**src/rtl/cpu_pkg.sv**
```systemverilog
// Shared datapath constants and the immediate-extension mode encoding.
package cpu_pkg;

    // Datapath word width used as the default widened immediate width.
    localparam int DATA_W = 16;

    // Extension mode; the numeric values match the zeroExt control bit.
    typedef enum logic {
        EXT_SIGN = 1'b0,
        EXT_ZERO = 1'b1
    } ext_mode_e;

    // Map the raw zeroExt control bit onto the mode encoding.
    function automatic ext_mode_e ext_mode_from_bit(input logic zero_ext);
        return zero_ext ? EXT_ZERO : EXT_SIGN;
    endfunction

endpackage : cpu_pkg

```
**src/rtl/sign_ext_core.sv**
```systemverilog
// Purely combinational immediate widening (sign or zero) with an optional
// left shift by one for branch offsets.
module sign_ext_core
    import cpu_pkg::*;
#(
    parameter int N = 8,
    parameter int W = DATA_W
) (
    input  logic [N-1:0] data_i,
    input  ext_mode_e    mode_i,
    input  logic         shift_i,
    output logic [W-1:0] data_o
);

    logic [W-1:0] ext;

    generate
        if (N >= W) begin : g_pass
            // Field already fills the word: mode has nothing to fill.
            logic mode_unused;

            // Pass the field straight through; the mode input is ignored.
            always_comb begin
                mode_unused = (mode_i == EXT_ZERO);
                ext         = data_i[W-1:0];
            end
        end else begin : g_widen
            // Low bits carry the field, upper bits replicate its MSB or stay 0.
            always_comb begin
                ext        = '0;
                ext[N-1:0] = data_i;
                if (mode_i == EXT_SIGN) begin
                    ext[W-1:N] = {(W-N){data_i[N-1]}};
                end
            end
        end
    endgenerate

    generate
        if (W == 1) begin : g_shift_w1
            // A one-bit word shifted left leaves only the inserted zero.
            always_comb begin
                data_o = shift_i ? 1'b0 : ext;
            end
        end else begin : g_shift
            // Optional shift-by-one; the extended MSB falls off the top.
            always_comb begin
                data_o = shift_i ? {ext[W-2:0], 1'b0} : ext;
            end
        end
    endgenerate

endmodule : sign_ext_core

```
**src/rtl/sign_extension.sv**
```systemverilog
// Immediate-extension unit: combinational widened value plus a registered
// copy and valid flag for the pipeline stage boundary.
module sign_extension
    import cpu_pkg::*;
#(
    parameter int N = 8,
    parameter int W = DATA_W
) (
    input  logic         clk,
    input  logic         rst_n,
    input  logic [N-1:0] dataIn,
    input  logic         zeroExt,
    input  logic         shiftEn,
    input  logic         inValid,
    output logic [W-1:0] dataOut,
    output logic [W-1:0] dataOutReg,
    output logic         outValid,
    output logic         negative
);

    generate
        if (N < 1 || N > W) begin : g_bad_param
            $error("sign_extension: N=%0d must lie within 1..W (W=%0d)", N, W);
        end
    endgenerate

    logic [W-1:0] data_d;
    logic [W-1:0] data_q;
    logic         valid_q;

    sign_ext_core #(
        .N(N),
        .W(W)
    ) u_core (
        .data_i (dataIn),
        .mode_i (ext_mode_from_bit(zeroExt)),
        .shift_i(shiftEn),
        .data_o (data_d)
    );

    // Combinational outputs follow the inputs regardless of clock or reset.
    always_comb begin
        dataOut  = data_d;
        negative = data_d[W-1];
    end

    // Capture the widened value only when the input is qualified.
    always_ff @(posedge clk or negedge rst_n) begin
        if (!rst_n) begin
            data_q <= '0;
        end else if (inValid) begin
            data_q <= data_d;
        end
    end

    // Valid flag is a plain one-cycle delay of inValid.
    always_ff @(posedge clk or negedge rst_n) begin
        if (!rst_n) begin
            valid_q <= 1'b0;
        end else begin
            valid_q <= inValid;
        end
    end

    // Registered outputs.
    always_comb begin
        dataOutReg = data_q;
        outValid   = valid_q;
    end

endmodule : sign_extension

```
**config.mk**
```make
export PLATFORM = sky130hd
export DESIGN_NAME = sign_extension
export DESIGN_NICKNAME = d
export VERILOG_FILES = /design/src/rtl/cpu_pkg.sv /design/src/rtl/sign_ext_core.sv /design/src/rtl/sign_extension.sv
export SDC_FILE = /design/constraint.sdc
export NUM_CORES = 1
export LEC_CHECK = 0
export ABC_AREA = 1
export CAP_MARGIN = 20
export CORE_MARGIN = 3
export CORE_UTILIZATION = 34
export CTS_CLUSTER_DIAMETER = 200
export DETAILED_ROUTE_END_ITERATION = 8
export PLACE_DENSITY = 0.87
export RECOVER_POWER = 100
export SYNTH_ARGS = -nofsm -noshare
export SYNTH_HDL_FRONTEND = slang
export SYNTH_SLANG_ARGS = --single-unit
```
**constraint.sdc**
```tcl
create_clock -name clk -period 0.95 [get_ports clk]
set_input_delay 0.2375 -clock clk [delete_from_list [all_inputs] [get_ports clk]]
set_output_delay 0.2375 -clock clk [all_outputs]
set_load 0.02 [all_outputs]
```
==> metrics.txt <==
clk sinks=11; worst path required time=0.71 ns; syn_nets=106; Skew-Pair Late Insertion Delay=0.26 ns; gpl congestion=0.734; synth top area cells=dfrtp_1 (39%), nand2_1 (19%), buf_4 (14%); Yosys warnings=0; worst slew pin tran=0.594 ns; most frequent cells in the layout=buf_4 (34), buf_6 (30), nand2_1 (20); register area share after synthesis=0.395; Rel. slew slack=0.604; skew final=0 ns; fin. max-slew vios=0; minimum clock period=1.11 ns; Final Power=1.68 mW; leakage power=0.837 nW; Chip Height=51.3 um; most common cell after layout, fill and taps aside=buf_4; nature of the critical path endpoint=output pin; ANT nets after route=0; via total after detailed routing=886; drc violations=0; CTS Buffer Depth=2; NumNets Final=178; starting density of the core=0.383; CTS tree=done; failing checks=setup timing; syn avg cell area=7.49 um2; placed cell area=1160 um2; Worst-path clk slew=0.07 ns; H-tree levels=1; antenna diode instance count=0; RSZ-0062 raised after global routing=true; share of cells above drive strength 1=0.756; CP peak stage delay=0.44 ns; post-synth top area share=0.395; IO buf count=46; CP top delay family=flip-flops; Initial DRC Count=25; Area Overhead vs Synth=111%; Routed WL per cell=15.7 um; die area=2630 um2; remaining global-route overflow=0; largest net degree at the start of global routing=12; period utilization=1.17; Setup TNS Final=-2.90 ns; max cap viols=0; dominant cell type by area after synthesis=dfrtp_1; CTS Root Cell=clkbuf_4; post-synthesis instance total=93; worst vdd ir=0.922 mV; Hold Crit Class=in -> reg; Arr. time, crit path=0.87 ns; DRT Pass-1 Iters=4; DR vias/cell=4.69; Syn Std Cell Area=697 um2; crit path cell chain=buf_2; # rows=15; wire length of the first global-routing pass=4.26 mm; synth unique cells=11; Final setup viols=27; final worst slack=-0.162 ns; number of buffers created by CTS=3; initial antenna violation count=0; pwr dens=1140 nW/um2; vias in the first global route=948; Buf/Inv on CP=1; status=complete, but fails checks; # IOs=47; crit path max fanout=8; crit path max-delay cell type=dfrtp_2; DP Wirelength=1.43 mm; Final Hold Viols=0; gr usage total=0.217; CP Launch Type=register; WL final=2.96 mm; Core Box Area=1820 um2; post-route cell area=1470 um2; critical path type=reg -> out; Max Freq=899 MHz; Die W=51.3 um; FF+latch count, synth=11
==> path summary, 6_finish.rpt <==
kind,startpoint,slack (ns),cells past startpoint,endpoint
worst max-delay path,dataOutReg[14]$_DFFE_PN0P_,-0.16,1,dataOutReg[11]
worst min-delay path,dataIn[3],0.32,5,dataOutReg[4]$_DFFE_PN0P_
worst max register to register,dataOutReg[4]$_DFFE_PN0P_,0.06,4,dataOutReg[4]$_DFFE_PN0P_
worst min register to register,dataOutReg[5]$_DFFE_PN0P_,0.52,2,dataOutReg[5]$_DFFE_PN0P_
max in group asynchronous,rst_n,0.11,2,dataOutReg[14]$_DFFE_PN0P_
min in group asynchronous,rst_n,0.42,2,outValid$_DFF_PN0_
==> layer usage <==
layer	track usage	share of wire
met1	0.215	0.35
met2	0.436	0.54
met4	0.105	0.054
met5	0	0
met3	0.0233	0.064
==> flip-flops by register name, summed over array words and instances (netlist names) <==
register and count:
dataOutReg 10, outValid 1
==> where the power goes <==
group | switching, mW | internal (mW)
combinational | 0.400 | 0.409
clock | 0.152 | 0.162
sequential | 0.0384 | 0.514
total | 0.591 | 1.08
==> stage by stage <==
| stage | utilization | std cells | worst slack [ns] | hold WS, ns |
|---|---|---|---|---|
| final | 0.808 | 189 | -0.162 | 0.317 |
| after global routing | 0.808 | 189 | -0.207 | 0.325 |
| after CTS | 0.768 | 187 | -0.178 | 0.259 |
| after detailed placement | 0.635 | 161 | -1.00 | 0.468 |
| after global placement | 0.635 | 161 | -0.992 | 0.464 |
| after floorplan | - | 93 | 0.0264 | -0.0581 |
==> synthesized netlist by cell type <==
| cell | n |
|---|---|
| and2_1 | 7 |
| buf_4 | 13 |
| buf_6 | 3 |
| dfrtp_1 | 11 |
| inv_1 | 10 |
| inv_4 | 2 |
| nand2_1 | 35 |
| nand2_2 | 3 |
| nand3_1 | 7 |
| nor2_2 | 1 |
| o21ai_1 | 1 |
==> what timing repair did <==
| item | 4_1_cts | 5_1_grt |
|---|---|---|
| pin swaps | 23 | 6 |
| gates resized for setup | 262 | 24 |
| buffers inserted | 22 | 4 |
| setup endpoints to repair | 43 | 41 |
| hold buffers | 0 | 0 |
==> cell type report <==
| type | count | area, um2 |
|---|---|---|
| clock buffers | 4 | 26.3 |
| repair buffers | 83 | 708 |
| fillers | 94 | 350 |
| well taps | 25 | 31.3 |
| multi-input cells | 54 | 360 |
| inverters | 12 | 67.6 |
| flip-flops and latches | 11 | 277 |
==> kinds of logic (layout without fill, tap and decap cells) <==
family	after synthesis	count (layout)	share of synthesized area
AOI/OAI and AO/OA	1	1	0.00717
DFF	11	11	0.395
buffers and inverters	28	99	0.260
and+or+nand+nor	53	53	0.338
Power figures use the tool's default switching activity.
